`src/rtl/host_read_port_if.sv`:
```
// Target/host bus bundle for the host read port FIFO.
interface host_read_port_if;
  logic [7:0] tgt_data;
  logic       tgt_wr;
  logic       tgt_full;
  logic       tgt_overflow;
  logic       host_rd;
  logic [7:0] host_data;
  logic       host_drdy;
  logic       host_irq;

  modport master (
    output tgt_data, tgt_wr, host_rd,
    input  tgt_full, tgt_overflow,
    input  host_data, host_drdy, host_irq
  );

  modport slave (
    input  tgt_data, tgt_wr, host_rd,
    output tgt_full, tgt_overflow,
    output host_data, host_drdy, host_irq
  );
endinterface

```
`src/rtl/host_read_port.sv`:
```
// Target-to-host byte FIFO with a synchronized host read strobe.
// Optional host interrupt enabled by macro HOST_READ_IRQ_EN.
module host_read_port #(
  parameter int DEPTH = 4
) (
  input logic        clock,
  input logic        nRESET,
  host_read_port_if.slave bus
);

  localparam int AW = $clog2(DEPTH);
  localparam int CW = AW + 1;

  typedef enum logic [1:0] {
    IDLE,
    ACTIVE,
    POP
  } state_t;

  logic [7:0]    mem [DEPTH];
  logic [AW-1:0] wptr, rptr, rptr_nx;
  logic [CW-1:0] count, count_nx;
  logic          rd_s1, rd_s2, rd_s3;
  logic          armed;
  logic [1:0]    settle;
  logic          rise, fall;
  logic          pend, pend_nx;
  state_t        state, state_nx;
  logic          push, pop, hd_load;
  logic [7:0]    head_nx;
  logic [7:0]    data_q;
  logic          full_q, drdy_q, ovf_q;

  // Edges are ignored until the synchronizer has seen host_rd low
  // after reset, so a strobe held across reset is not a new read.
  always_comb begin
    rise = rd_s2 & ~rd_s3 & armed;
    fall = ~rd_s2 & rd_s3 & armed;
  end

  always_comb begin
    pop      = (state == POP) && (count != '0);
    push     = bus.tgt_wr &&
               ((count != CW'(DEPTH)) || pop);
    count_nx = count + CW'(push) - CW'(pop);
    rptr_nx  = rptr + AW'(pop);
    hd_load  = (state == POP) ||
               ((state == IDLE) && (count == '0));
    head_nx  = 8'h00;
    if (count_nx == '0)
      head_nx = 8'h00;
    else if (push && ((count - CW'(pop)) == '0))
      head_nx = bus.tgt_data;
    else
      head_nx = mem[rptr_nx];
  end

  always_comb begin
    state_nx = state;
    pend_nx  = pend;
    unique case (1'b1)
      state == IDLE: begin
        if (rise || pend) begin
          state_nx = ACTIVE;
          pend_nx  = 1'b0;
        end
      end
      state == ACTIVE: begin
        if (fall)
          state_nx = POP;
      end
      state == POP: begin
        state_nx = IDLE;
        if (rise)
          pend_nx = 1'b1;
      end
      default: state_nx = IDLE;
    endcase
  end

  always_ff @(posedge clock) begin
    if (push)
      mem[wptr] <= bus.tgt_data;
  end

  always_ff @(posedge clock or negedge nRESET) begin
    if (!nRESET) begin
      rd_s1  <= 1'b0;
      rd_s2  <= 1'b0;
      rd_s3  <= 1'b0;
      settle <= '0;
      armed  <= 1'b0;
      state  <= IDLE;
      pend   <= 1'b0;
      wptr   <= '0;
      rptr   <= '0;
      count  <= '0;
      data_q <= 8'h00;
      full_q <= 1'b0;
      drdy_q <= 1'b0;
      ovf_q  <= 1'b0;
    end else begin
      rd_s1  <= bus.host_rd;
      rd_s2  <= rd_s1;
      rd_s3  <= rd_s2;
      settle <= {settle[0], 1'b1};
      armed  <= armed | (settle[1] & ~rd_s2);
      state  <= state_nx;
      pend   <= pend_nx;
      wptr   <= wptr + AW'(push);
      rptr   <= rptr_nx;
      count  <= count_nx;
      full_q <= (count_nx == CW'(DEPTH));
      drdy_q <= (count_nx != '0);
      if (bus.tgt_wr && !push)
        ovf_q <= 1'b1;
      if (hd_load)
        data_q <= head_nx;
    end
  end

`ifdef HOST_READ_IRQ_EN
  logic irq_q;

  always_ff @(posedge clock or negedge nRESET) begin
    if (!nRESET) begin
      irq_q <= 1'b0;
    end else if (state == IDLE && state_nx == ACTIVE) begin
      irq_q <= 1'b0;
    end else if (count == '0 && count_nx != '0) begin
      irq_q <= 1'b1;
    end else if (state == POP && count_nx != '0) begin
      irq_q <= 1'b1;
    end
  end

  assign bus.host_irq = irq_q;
`else
  assign bus.host_irq = 1'b0;
`endif

  assign bus.tgt_full     = full_q;
  assign bus.tgt_overflow = ovf_q;
  assign bus.host_data    = data_q;
  assign bus.host_drdy    = drdy_q;

endmodule
```
`src/flat_wrapper.sv`:
```
// flat-port wrapper written by rule: the top's interface ports become plain ports
module host_read_port_flat 
#(
  parameter int DEPTH = 4
)
  (clock, nRESET, bus_tgt_data, bus_tgt_wr, bus_host_rd, bus_tgt_full, bus_tgt_overflow, bus_host_data, bus_host_drdy, bus_host_irq);
  host_read_port_if bus_i ();
  input logic clock;
  input logic nRESET;
  input wire logic [$bits(bus_i.tgt_data)-1:0] bus_tgt_data;
  input wire logic [$bits(bus_i.tgt_wr)-1:0] bus_tgt_wr;
  input wire logic [$bits(bus_i.host_rd)-1:0] bus_host_rd;
  output wire logic [$bits(bus_i.tgt_full)-1:0] bus_tgt_full;
  output wire logic [$bits(bus_i.tgt_overflow)-1:0] bus_tgt_overflow;
  output wire logic [$bits(bus_i.host_data)-1:0] bus_host_data;
  output wire logic [$bits(bus_i.host_drdy)-1:0] bus_host_drdy;
  output wire logic [$bits(bus_i.host_irq)-1:0] bus_host_irq;
  assign bus_i.tgt_data = bus_tgt_data;
  assign bus_i.tgt_wr = bus_tgt_wr;
  assign bus_i.host_rd = bus_host_rd;
  assign bus_tgt_full = bus_i.tgt_full;
  assign bus_tgt_overflow = bus_i.tgt_overflow;
  assign bus_host_data = bus_i.host_data;
  assign bus_host_drdy = bus_i.host_drdy;
  assign bus_host_irq = bus_i.host_irq;
  host_read_port #(.DEPTH(DEPTH)) u_core (.clock(clock), .nRESET(nRESET), .bus(bus_i));
endmodule
```
`config.mk`:
```
export PLATFORM = sky130hd
export DESIGN_NAME = host_read_port_flat
export DESIGN_NICKNAME = d
export VERILOG_FILES = /design/src/rtl/host_read_port_if.sv /design/src/rtl/host_read_port.sv /design/src/flat_wrapper.sv
export SDC_FILE = /design/constraint.sdc
export NUM_CORES = 1
export LEC_CHECK = 0
export CAP_MARGIN = 20
export CELL_PAD_IN_SITES_DETAIL_PLACEMENT = 1
export CELL_PAD_IN_SITES_GLOBAL_PLACEMENT = 2
export CORE_MARGIN = 10
export CORE_UTILIZATION = 37
export DETAILED_ROUTE_END_ITERATION = 8
export PLACE_DENSITY_LB_ADDON = 0.15
export SYNTH_ARGS = -nofsm -noshare
export SYNTH_HDL_FRONTEND = slang
export SYNTH_SLANG_ARGS = --single-unit
export TNS_END_PERCENT = 20
```
`constraint.sdc`:
```
create_clock -name clock -period 2.75 [get_ports clock]
set_clock_uncertainty 0.15 [all_clocks]
set_input_delay 0.825 -clock clock [delete_from_list [all_inputs] [get_ports clock]]
set_output_delay 0.825 -clock clock [all_outputs]
set_load 0.005 [all_outputs]
```
==> results of run 1 <==
[routing by layer]
layer | track usage | vias to the layer above | part of all wire
met5 | 0 | - | 0
met4 | 0.0445 | 0 | 0.010
met3 | 0.0362 | 6 | 0.035
met2 | 0.179 | 26 | 0.50
met1 | 0.133 | 744 | 0.45
li1 | - | 684 | -
[sequential cells by signal (all words and copies together), names as in the netlist]
name                     count
u_core.rd_s3                 1
u_core.rptr                  2
u_core.settle                2
u_core.mem                  32
u_core.bus.tgt_full          1
u_core.rd_s1                 1
u_core.state                 2
u_core.bus.tgt_overflow      1
u_core.count                 3
u_core.pend                  1
u_core.rd_s2                 1
u_core.wptr                  2
u_core.armed                 1
u_core.bus.host_drdy         1
u_core.bus.host_data         8
[through the flow]
step | cells | utilization
2_1_floorplan | 158 | -
3_3_place_gp | 267 | 0.427
3_5_place_dp | 267 | 0.427
4_1_cts | 283 | 0.454
5_1_grt | 288 | 0.463
6_report | 288 | 0.463
[worst reg2reg max path, cell delays in order, from the launching register on]
cell and delay (ps):
dfrtp_1 430, nor3_2 250, nor2_1 90, ha_1 340, inv_1 70, ha_1 130, inv_1 50, fa_2 350
xnor2_2 150, and4b_1 200, buf_4 160, a311oi_2 200
[cells by family (layout without fill, tap and decap cells)]
logic type / after synthesis / in the layout / share of synthesized area
muxes: 8 / 8 / 0.0803
and+or+nand+nor: 39 / 39 / 0.0803
adders and majority gates: 6 / 6 / 0.0327
xor gates and xnor gates: 5 / 5 / 0.0203
DFF: 59 / 59 / 0.648
buffers and inverters: 16 / 66 / 0.0466
other: 2 / 2 / 0.00297
AOI/OAI and AO/OA: 23 / 23 / 0.0887
[layout make-up]
type | count | area [um2] | share of cell area
Multi-Input combinational cell | 83 | 783 | 0.252
Sequential cell | 59 | 1640 | 0.528
Tap cell | 80 | 100 | 0.0322
Clock buffer | 9 | 124 | 0.0398
Clock inverter | 7 | 58.8 | 0.0189
Timing Repair Buffer | 42 | 373 | 0.120
Inverter | 8 | 30.0 | 0.00966
[worst paths after layout]
check	startpoint	to	slack [ps]	cells after the start
max	u_core.count[1]	u_core.bus.host_data[6]	90	11
min	u_core.rd_s1	u_core.rd_s2	200	0
max reg2reg	u_core.count[1]	u_core.bus.host_data[6]	90	11
min reg2reg	u_core.rd_s1	u_core.rd_s2	200	0
max in group asynchronous	nRESET	u_core.count[0]	1440	2
min in group asynchronous	nRESET	u_core.state[0]	720	2
[report_power, final]
group          internal, W  switching, W
clock             0.000405      0.000331
combinational     0.000729      0.000640
sequential         0.00120      0.000141
[repair_timing]
| item | in CTS | in global routing |
|---|---|---|
| endpoints found under the setup margin | 0 | 9 |
| gates resized for setup | 0 | 7 |
| hold endpoints to repair | 0 | 0 |
| hold buffers | 0 | 0 |
| setup buffers | 0 | 5 |
[layout by cell type, fill, tap and decap left out, drive strengths merged, types with 2 or more instances in the layout]
cell type,synthesis,routed
ha,5,5
and3,2,2
o21ai,9,9
buf,5,20
nor3,5,5
xor2,3,3
conb,2,2
nor2,13,13
dfrtp,27,27
clkbuf,3,9
mux4,8,8
clkdlybuf4s50,0,21
a311oi,8,8
xnor2,2,2
nand3,9,9
inv,8,8
nand2,3,3
clkinv,0,5
edfxtp,32,32
==> impl_metrics.csv, run 1 <==
group,metric,value,unit
synthesis,netlist_instances,158,
global_routing,grt_first_pass_wirelength,8730,um
clock_network,tritoncts.num_buffers,9,
synthesis,synth_warnings,0,
placement,place_hpwl,3620,um
setup_path,cpPeakStageDelay,430,ps
setup_path,cp_num_buf_inv,3,
layout,area_growth,23.1,%
route,detail_route.drc_violations,0,
placement,io_buffer_count,22,
die,die_height,103,um
clock_network,tritoncts_clock_tree,"done",
synthesis,synth_edf_count,32,
route,drt_pass1_iterations,4,
setup_path,crit_arrival,2740,ps
route,drt.antenna.violating_nets,0,
synthesis,avgSynthCellArea,16.0,um2
timing,final_critical_path_setup_slack,91.4,ps
placement,place_area,0.00287,mm2
route,num_vias,1460,
layout,fillerInstances,675,
global_routing,grt_start_max_net_pins,28,
synthesis,synth-seq-cells,59,
setup_path,crit_path_category,"flip-flop to flip-flop",
synthesis,yosys.cell_count.top_type,"edfxtp_1",
timing,clock.fmax,376,MHz
timing,final_min_period_over_clock_period,0.967,
synthesis,synthArstFlopShare,0.458,
outcome,status,"finished, final reports clean",
global_routing,grt_pass1_vias,1662,
setup_path,cp_top_family,"adder cells",
layout,antenna_cells,0,
global_routing,overflow,0,
clock_network,clkLatencyLatePin,330,ps
global_routing,grt_use_total,0.111,
synthesis,post-synth-top-area-fraction,0.381,
synthesis,synthTopCellsByCount,"32 x edfxtp_1, 27 x dfrtp_1, 13 x nor2_1",
synthesis,synth_top_area_cell,"edfxtp_1",
clock_network,tritoncts_num_sinks,59,
pwr,total_power,0.00344,W
clock_network,cts-root-to-sink-buffers,2,
setup_path,end_kind,"flip-flop",
die,placementRows,30,
synthesis,netlist-cell-type-count,38,
run,maxCapViolCount,0,
setup_path,cpMaxStageDelayCell,"dfrtp_1",
timing,timing.final.crit_period,2660,ps
pwr,p_per_cell_area,1110,mW/mm2
timing,fin_tns_setup,0,ps
setup_path,crit_path_cell_trace,"nor3_2 > nor2_1 > ha_1 > inv_1 > ha_1 > inv_1 > fa_2 > xnor2_2 > and4b_1 > buf_4 > a311oi_2",
placement,dpl_worst_slack,-326,ps
clock_network,worst_setup_hold_path_clk_slew,70,ps
die,initial_utilization,0.376,
synthesis,dominantRegCellSynth,"edfxtp_1",
layout,finalInstanceArea,0.00311,mm2
timing,total_count_of_hold_check_failures_in_the_final_report,0,
route,drt_wl_total,5360,um
setup_path,crit_required,2830,ps
setup_path,worst-path-max-fanout,4,
die,design.die.area,0.0105,mm2
timing,finalHoldWorstSlack,202,ps
setup_path,worstSetupStartpointType,"flip-flop",
pwr,leakage_power_summed_over_all_cells,1.21,nW
min_path,holdCritPathClass,"flip-flop to flip-flop",
route,routed_via_density,5.07,
timing,count_of_pins_over_their_slew_limit,0,
placement,place.gp.congestion,0.731,
timing,setup-violations-final,0,
synthesis,synth_fp_nets,176,
layout,final_layout_size_suffix_gt1_frac,0.264,
layout,finish.net_count,221,
synthesis,post_synth_instance_area,0.00252,mm2
synthesis,synthTopCellsByArea,"edfxtp_1 38%, dfrtp_1 27%, mux4_1 6.2%",
global_routing,antenna_found_initial,0,
clock_network,htreeDepth,3,
pwr,peakVddDrop,418,uV
synthesis,synth_sequential_area_ratio,0.648,
route,number_of_drc_markers_in_iteration_0,44,
die,chip_width,103,um
die,floorplan.core_area,0.00672,mm2
die,io-pin-count,24,
route,routed_wl_per_cell,18.6,um
clock_network,ctsRootBufferMaster,"clkbuf_8",
Note: power is estimated with default switching activity, not from simulation.
==> inputs of run 2 (changes only) <==
- CORE_UTILIZATION: 37 -> 24
==> run 2 against run 1 <==
Via count rose by 1.7%; largest power group unchanged; count of clock-buffer cells in the layout rose by 1; first-iteration DRC count rose by 20%; worst hold slack got worse by 7.6 ps; largest cell class unchanged; routed wire length rose by 8.4%; combinational power barely moved; cell count rose by 20%; power rose by 4.2%.
==> impl_metrics.csv, run 2 (synthesis gave the netlist of run 1 again) <==
group,metric,value,unit
clock_network,tritoncts.num_buffers,9,
route,detail_route.drc_violations,0,
placement,place.detailed.instances,327,
placement,dpl_worst_slack,-274,ps
placement,io_buffer_count,22,
layout,finish.net_count,223,
setup_path,worstSetupStartpointType,"input port",
timing,total_count_of_hold_check_failures_in_the_final_report,0,
pwr,total_power,0.00359,W
timing,final_min_period_over_clock_period,0.960,
placement,place.gp.congestion,0.728,
pwr,p_per_cell_area,1110,mW/mm2
layout,number_of_flip_flops_in_the_largest_register,32,
die,chip_width,123,um
die,initial_utilization,0.246,
layout,highest_count_cells_in_the_layout_ignoring_fill_and_taps,"32 x edfxtp_1, 26 x dfrtp_1, 22 x clkdlybuf4s50_1",
placement,place_area,0.00300,mm2
clock_network,worst_setup_hold_path_clk_slew,70,ps
layout,layout.cells.non_filler,346,
pwr,peakVddDrop,260,uV
setup_path,worst-path-max-fanout,8,
layout,area_growth,27.9,%
timing,timing.final.crit_period,2640,ps
layout,antenna_cells,0,
clock_network,ctsRootBufferMaster,"clkbuf_8",
layout,finalInstanceArea,0.00323,mm2
timing,count_of_pins_over_their_slew_limit,0,
timing,setup-violations-final,0,
global_routing,overflow,0,
route,routed_via_density,4.29,
clock_network,tritoncts_num_sinks,59,
global_routing,grt_start_max_net_pins,28,
setup_path,crit_required,2850,ps
route,drt_wl_total,5810,um
global_routing,grt_first_pass_wirelength,9330,um
setup_path,crit_path_category,"input port to flip-flop",
die,io-pin-count,24,
timing,clock.fmax,379,MHz
route,drt.antenna.violating_nets,0,
clock_network,cts-root-to-sink-buffers,2,
global_routing,antenna_found_initial,0,
die,design.die.area,0.0150,mm2
layout,layout_commonest_cell,"edfxtp_1",
route,drt_pass1_iterations,2,
placement,place_hpwl,4110,um
outcome,status,"finished, final reports clean",
route,routed_wl_per_cell,16.8,um
die,die_height,123,um
clock_network,tritoncts_clock_tree,"done",
pwr,leakage_power_summed_over_all_cells,1.23,nW
clock_network,htreeDepth,3,
setup_path,end_kind,"flip-flop",
die,floorplan.core_area,0.0103,mm2
route,num_vias,1485,
layout,registers.top_by_ff_count,"u_core.mem",
clock_network,clkLatencyLatePin,340,ps
setup_path,crit_arrival,2740,ps
die,placementRows,37,
clock_network,ctsHoldBuffers,0,
global_routing,grt_use_total,0.0842,
route,number_of_drc_markers_in_iteration_0,53,
timing,final_critical_path_setup_slack,110,ps
global_routing,grt_pass1_vias,1674,
run,maxCapViolCount,0,
min_path,holdCritPathClass,"flip-flop to flip-flop",
layout,final_layout_size_suffix_gt1_frac,0.252,
## run 2: path summary, 6_finish.rpt
kind	cells past startpoint	from	endpoint	slack [ps]
worst max-delay path	9	bus_tgt_wr	u_core.bus.host_data[7]	110
worst min-delay path	0	u_core.settle[0]	u_core.settle[1]	190
worst max register to register	9	u_core.count[0]	u_core.bus.host_data[7]	140
worst min register to register	0	u_core.settle[0]	u_core.settle[1]	190
max in group asynchronous	2	nRESET	u_core.count[2]	1450
min in group asynchronous	2	nRESET	u_core.bus.tgt_overflow	720
## run 2: power by group
part | internal [W] | switching (W)
clock network | 0.000503 | 0.000345
registers | 0.00119 | 0.000143
logic | 0.000754 | 0.000647
## run 2: per-layer routing
| layer | wire, um | GRT usage |
|---|---|---|
| met3 | 240 | 0.0294 |
| met1 | 2590 | 0.101 |
| met5 | 0 | 0 |
| met2 | 2860 | 0.134 |
| met4 | 110 | 0.0376 |
## run 2: layout make-up
class | count | area (um2)
clock buffer | 10 | 128
clock inverter | 6 | 80.1
fill | 1097 | 7050
inverter | 8 | 30.0
multi-input combinational | 83 | 773
sequential | 59 | 1640
tap | 136 | 170
timing repair buffer | 44 | 410
## run 2: metrics by stage
| step | util | hold WS (ps) | TNS (ps) |
|---|---|---|---|
| 4_1_cts | 0.312 | 196 | 0 |
| 3_5_place_dp | 0.291 | 186 | -2220 |
| 3_3_place_gp | 0.291 | 183 | -2030 |
| 6_report | 0.314 | 194 | 0 |
| 5_1_grt | 0.314 | 203 | -4.73 |
| 2_1_floorplan | - | 181 | 0 |
## run 2: critical path, cell delays in order
cell and delay (ps):
clkdlybuf4s50_1 440, o21ai_2 90, inv_1 80, ha_1 190, inv_1 60, fa_2 440
and4b_1 230, buf_12 150, a311oi_2 230
## run 2: timing repair
action,4_1_cts,5_1_grt
gates resized for setup,0,2
setup buffers,0,3
endpoints found under the setup margin,0,9
endpoints found under the hold margin,0,0
==> inputs of run 3 (changes only) <==
- CTS_BUF_LIST: default -> sky130_fd_sc_hd__clkbuf_16
- DONT_BUFFER_PORTS: default -> 1
==> run 3 against run 2 <==
Final area is 4.1% lower; sequential cell count unchanged; non-clock buffer count fell by 25; worst hold slack got worse by 150 ps; utilization shrank 1.3 points; setup slack worse by 30 ps; die area is the same; count of clock-buffer cells in the layout down 1; power rose by 3.9%; combinational power decreased by 13%; first-iteration DRC count rose by 13%.
==> impl_metrics.csv, run 3 (synthesis gave the netlist of run 1 again) <==
group,metric,value,unit
clock_network,tritoncts_clock_tree,"done",
global_routing,grt_first_pass_wirelength,9120,um
setup_path,crit_arrival,2740,ps
placement,dpl_worst_slack,97.0,ps
setup_path,cpMostUsedCell,"inv_1",
die,io-pin-count,24,
placement,place.gp.congestion,0.780,
min_path,holdCritPathClass,"input port to async pin",
layout,finish.net_count,198,
setup_path,worst-path-max-fanout,8,
layout,seqCellArea,0.00164,mm2
die,design.die.area,0.0150,mm2
clock_network,htreeDepth,3,
global_routing,antenna_found_initial,0,
clock_network,ctsRootBufferMaster,"clkbuf_16",
pwr,p_per_cell_area,1200,mW/mm2
global_routing,grt_start_max_net_pins,28,
layout,highest_count_cells_in_the_layout_ignoring_fill_and_taps,"32 x edfxtp_1, 27 x dfrtp_1, 17 x buf_4",
layout,final_layout_size_suffix_gt1_frac,0.276,
setup_path,end_kind,"flip-flop",
clock_network,clkLatencyLatePin,320,ps
setup_path,crit_required,2820,ps
layout,layout_commonest_cell,"edfxtp_1",
pwr,total_power,0.00373,W
setup_path,crit_path_category,"flip-flop to flip-flop",
clock_network,worst_setup_hold_path_clk_slew,50,ps
route,drt_pass1_iterations,4,
setup_path,worstSetupStartpointType,"flip-flop",
die,initial_utilization,0.246,
clock_network,tritoncts.num_buffers,9,
clock_network,ctsHoldBuffers,0,
timing,final_min_period_over_clock_period,0.971,
global_routing,overflow,0,
setup_path,startpoint,"u_core.count[0]",
global_routing,use_met2,0.134,
global_routing,globalRouteMet1Util,0.0966,
layout,antenna_cells,0,
setup_path,crit_path_cell_trace,"or3b_4 > o21ai_2 > inv_1 > ha_1 > inv_1 > fa_2 > and4b_1 > buf_12 > a311oi_2",
route,drt.antenna.violating_nets,0,
timing,worstMarginPinSlew,504,ps
timing,count_of_pins_over_their_slew_limit,0,
clock_network,tritoncts_num_sinks,59,
run,maxCapViolCount,0,
route,drt_wl_total,5790,um
global_routing,grt_pass1_vias,1572,
timing,clock.fmax,375,MHz
timing,rsz0062_at_grt,"no",
route,routed_wl_per_cell,18.0,um
pwr,leakage_power_summed_over_all_cells,1.18,nW
layout,layout.core_utilization,0.301,
timing,final_critical_path_setup_slack,80.7,ps
global_routing,grt_use_total,0.0833,
layout,registers.top_by_ff_count,"u_core.mem",
timing,total_count_of_hold_check_failures_in_the_final_report,0,
setup_path,crit-reg2reg-launch,"u_core.count[0]",
route,num_vias,1388,
setup_path,cpPeakStageDelay,440,ps
outcome,status,"finished, final reports clean",
timing,fin_tns_setup,0,ps
global_routing,global_route.usage.met3,0.0340,
timing,setup-violations-final,0,
die,die_height,123,um
route,detail_route.drc_violations,0,
layout,number_of_flip_flops_in_the_largest_register,32,
timing,timing.final.crit_period,2670,ps
die,floorplan.core_area,0.0103,mm2
global_routing,grt-busiest-layer,"met2",
die,placementRows,37,
placement,place_hpwl,4080,um
layout,fillerInstances,1104,
layout,area_growth,22.6,%
die,chip_width,123,um
timing,maxSlewHeadroom,0.664,
route,routed_via_density,4.32,
layout,area_of_the_multi_input_gates,783,um2
route,number_of_drc_markers_in_iteration_0,60,
setup_path,cpMaxStageDelayCell,"fa_2",
placement,io_buffer_count,0,
clock_network,cts-root-to-sink-buffers,2,
pwr,peakVddDrop,297,uV
run 3: cell type report:
cell class	count	share of cell area
Timing Repair Buffer	19	0.0541
Inverter	8	0.00970
Clock buffer	9	0.0727
Clock inverter	7	0.0271
Multi-Input combinational cell	83	0.253
Sequential cell	59	0.528
Tap cell	136	0.0549
run 3: per-stage QoR:
| stage | instances | cell area [um2] | hold slack [ps] |
|---|---|---|---|
| after CTS | 319 | 3070 | 34.1 |
| after floorplan | 158 | 2520 | 181 |
| after global routing | 321 | 3100 | 23.4 |
| after global placement | 303 | 2760 | 184 |
| final | 321 | 3100 | 48.5 |
| after detailed placement | 303 | 2760 | 186 |
run 3: repair_timing:
| item | CTS | global route |
|---|---|---|
| setup endpoints to repair | 0 | 9 |
| buffers inserted | 0 | 2 |
| resized for setup | 0 | 3 |
run 3: power by group:
part           switching, W  total [W]  internal [W]
combinational      0.000606    0.00122      0.000617
sequential         0.000160    0.00136       0.00120
clock              0.000369    0.00115      0.000780
run 3: metal layers:
metal  up-vias  part of all wire
met5         -                 0
met4         0             0.014
met3         7             0.043
met2        22              0.50
met1       718              0.44
li1        641                 -
run 3: path summary, 6_finish.rpt:
kind                                                 to  slack (ps)  cells past startpoint
max in group asynchronous       u_core.bus.host_data[1]        2320                      0
worst min register to register             u_core.rd_s2         190                      0
worst max-delay path            u_core.bus.host_data[7]          80                      9
worst min-delay path            u_core.bus.tgt_overflow          50                      0
worst max register to register  u_core.bus.host_data[7]          80                      9
min in group clock                         u_core.rd_s2         190                      0
run 3: critical path, delay by kind of cell (launching register included):
kind	cells	cell delay [ps]
AO/OA/AOI/OAI	2	420
buffers and inverters	3	310
flip-flops	1	420
adder cells (fa/ha/maj)	2	640
AND/OR/NAND/NOR	2	640
==> RTL edit (flow settings as in run 1) <==
Re-encode `state_t` (3 states) as one-hot, 3 bits wide.
--- a/src/rtl/host_read_port.sv
+++ b/src/rtl/host_read_port.sv
@@ -12,8 +12,8 @@
   localparam int CW = AW + 1;
 
-  typedef enum logic [1:0] {
-    IDLE,
-    ACTIVE,
-    POP
+  typedef enum logic [2:0] {
+    IDLE   = 3'b001,
+    ACTIVE = 3'b010,
+    POP    = 3'b100
   } state_t;
 
Function: no difference found for any inputs over 10 cycles, from zero or initial values and one cycle with nRESET low; not proved beyond that.
==> RTL edit against run 1 <==
  * The flow now finishes with violations (setup timing)
  * Synthesized cell count up 5.1%
  * Worst setup slack worse by 160 ps
  * Total power down 6.5%
  * Die area down 0.56%
  * Cell count up 4.9%
  * Hold slack worse by 2.0 ps
  * Design area up 4.6%
  * Synthesized area down 0.69%
  * Routed wire length up 4.9%
  * Largest power group is now sequential cells
  * Sequential power down 4%
  * Non-clock buffer count up 7
  * Critical path depth up 1
  * Sequential cell count up 1
==> RTL edit: results (changes against run 1) <==
| Metric | Value |
|---|---|
| Synth cell types | 39 (+2.6%) |
| Met2 routed WL | 2797 µm (+3.6%) |
| Slowest stage cell, crit path | dfrtp_2 |
| Failing checks | setup timing |
| Max stage delay on crit path | 400 ps (-30 ps) |
| Worst VDD drop | 0.4734 mV (+13%) |
| Xor-xnor portion of the synthesized cell area | 2.246% (+0.21 points) |
| First-pass GRT wire length | 9204 µm (+5.5%) |
| Worst Path Max Fanout | 8 (+4) |
| GRT Util Overall | 11.93% (+0.88 points) |
| Final setup viols | 8 (+8) |
| Final wirelength | 5617 µm (+4.9%) |
| Fill cells | 639 (-5.3%) |
| Worst Path Arrival | 2850 ps (+110 ps) |
| Largest net degree at the start of global routing | 29 (+3.6%) |
| Top post-synthesis cells by area | edfxtp_1 38%, dfrtp_1 27%, mux4_2 7.2% |
| Most instantiated cells after synthesis | 32 x edfxtp_1, 27 x dfrtp_1, 10 x nand3_1, 10 x o21ai_0 |
| Post-synth net total | 184 (+4.5%) |
| Sequential fraction of the synthesis area | 66.32% (+1.5 points) |
| Critical path's top delay family | simple AND/OR/NAND/NOR gates |
| Placer Congestion | 0.8049 (+10%) |
| Status | complete, but fails checks |
| Min setup slack post-route | -70.19 ps (-161.6 ps) |
| LEAKAGE | 1.250 nW (+3.1%) |
| Post-synthesis compound-gate area fraction | 8.982% (+0.11 points) |
| Fin cells | 302 (+4.9%) |
| Vias in the first global route | 1804 (+8.5%) |
| Initial DRC count | 51 (+16%) |
| R2R cell count | 12 (+1) |
| Mux contribution to synthesized area | 7.186% (-0.84 points) |
## RTL edit: cells by family after synthesis
family,Yosys count
xor gates and xnor gates,4
adders and majority gates,6
buffers and inverters,17
AOI/OAI and AO/OA,33
muxes,8
and+or+nand+nor,36
DFF,60
other,2
## RTL edit: stage by stage
| step | utilization, % | setup WS (ps) | cell area (µm²) |
|---|---|---|---|
| after floorplan | - | -64.45 | 2530 |
| after global placement | 46.44 | -429.4 | 2999 |
| after detailed placement | 46.44 | -518.7 | 2999 |
| after CTS | 50.17 | -83.01 | 3241 |
| after global routing | 50.37 | -215.1 | 3253 |
| final | 50.37 | -70.19 | 3253 |
## RTL edit: final cells by class
| type | count | area [µm²] | area share (%) |
|---|---|---|---|
| Sequential cell | 60 | 1664 | 51.15 |
| Multi-Input combinational cell | 89 | 788.3 | 24.23 |
| Timing Repair Buffer | 49 | 450.4 | 13.85 |
| Clock buffer | 11 | 131.4 | 4.038 |
| Tap cell | 77 | 96.34 | 2.962 |
| Clock inverter | 5 | 76.32 | 2.346 |
| Inverter | 11 | 46.29 | 1.423 |
## RTL edit: worst reg2reg max path: stages, from the launching register on
cell and delay [ps]:
dfrtp_2 400, or3b_4 400, buf_4 150, a31o_4 230
clkinv_4 60, ha_4 120, inv_2 30, fa_2 330
xnor3_1 230, nand3b_1 140, nor3b_4 230, buf_6 160
a311oi_1 50
## RTL edit: timing repair
| item | CTS | global route |
|---|---|---|
| resized for setup | 4 | 1 |
| endpoints found under the setup margin | 8 | 8 |
| setup buffers | 3 | 0 |
| pin swaps | 8 | 3 |
## RTL edit: power breakdown
part / switching (mW) / internal [mW]
Sequential: 0.104 / 1.18
Clock: 0.344 / 0.506
Combinational: 0.493 / 0.594
Total: 0.941 / 2.28
## RTL edit: path summary, 6_finish.rpt
check,start,end,slack [ps]
hold reg to reg,u_core.rd_s1,u_core.rd_s2,200
hold / removal,u_core.rd_s1,u_core.rd_s2,200
setup reg to reg,u_core.state[1],u_core.bus.host_data[5],-70
min in group asynchronous,nRESET,u_core.bus.tgt_overflow,720
max in group asynchronous,nRESET,u_core.state[0],1420
setup / recovery,u_core.state[1],u_core.bus.host_data[5],-70
## RTL edit: layer usage
layer / vias up / GRT usage, %
li1: 727 / -
met1: 785 / 13.71
met2: 34 / 19.60
met3: 4 / 4.184
met4: 0 / 5.531
met5: - / 0
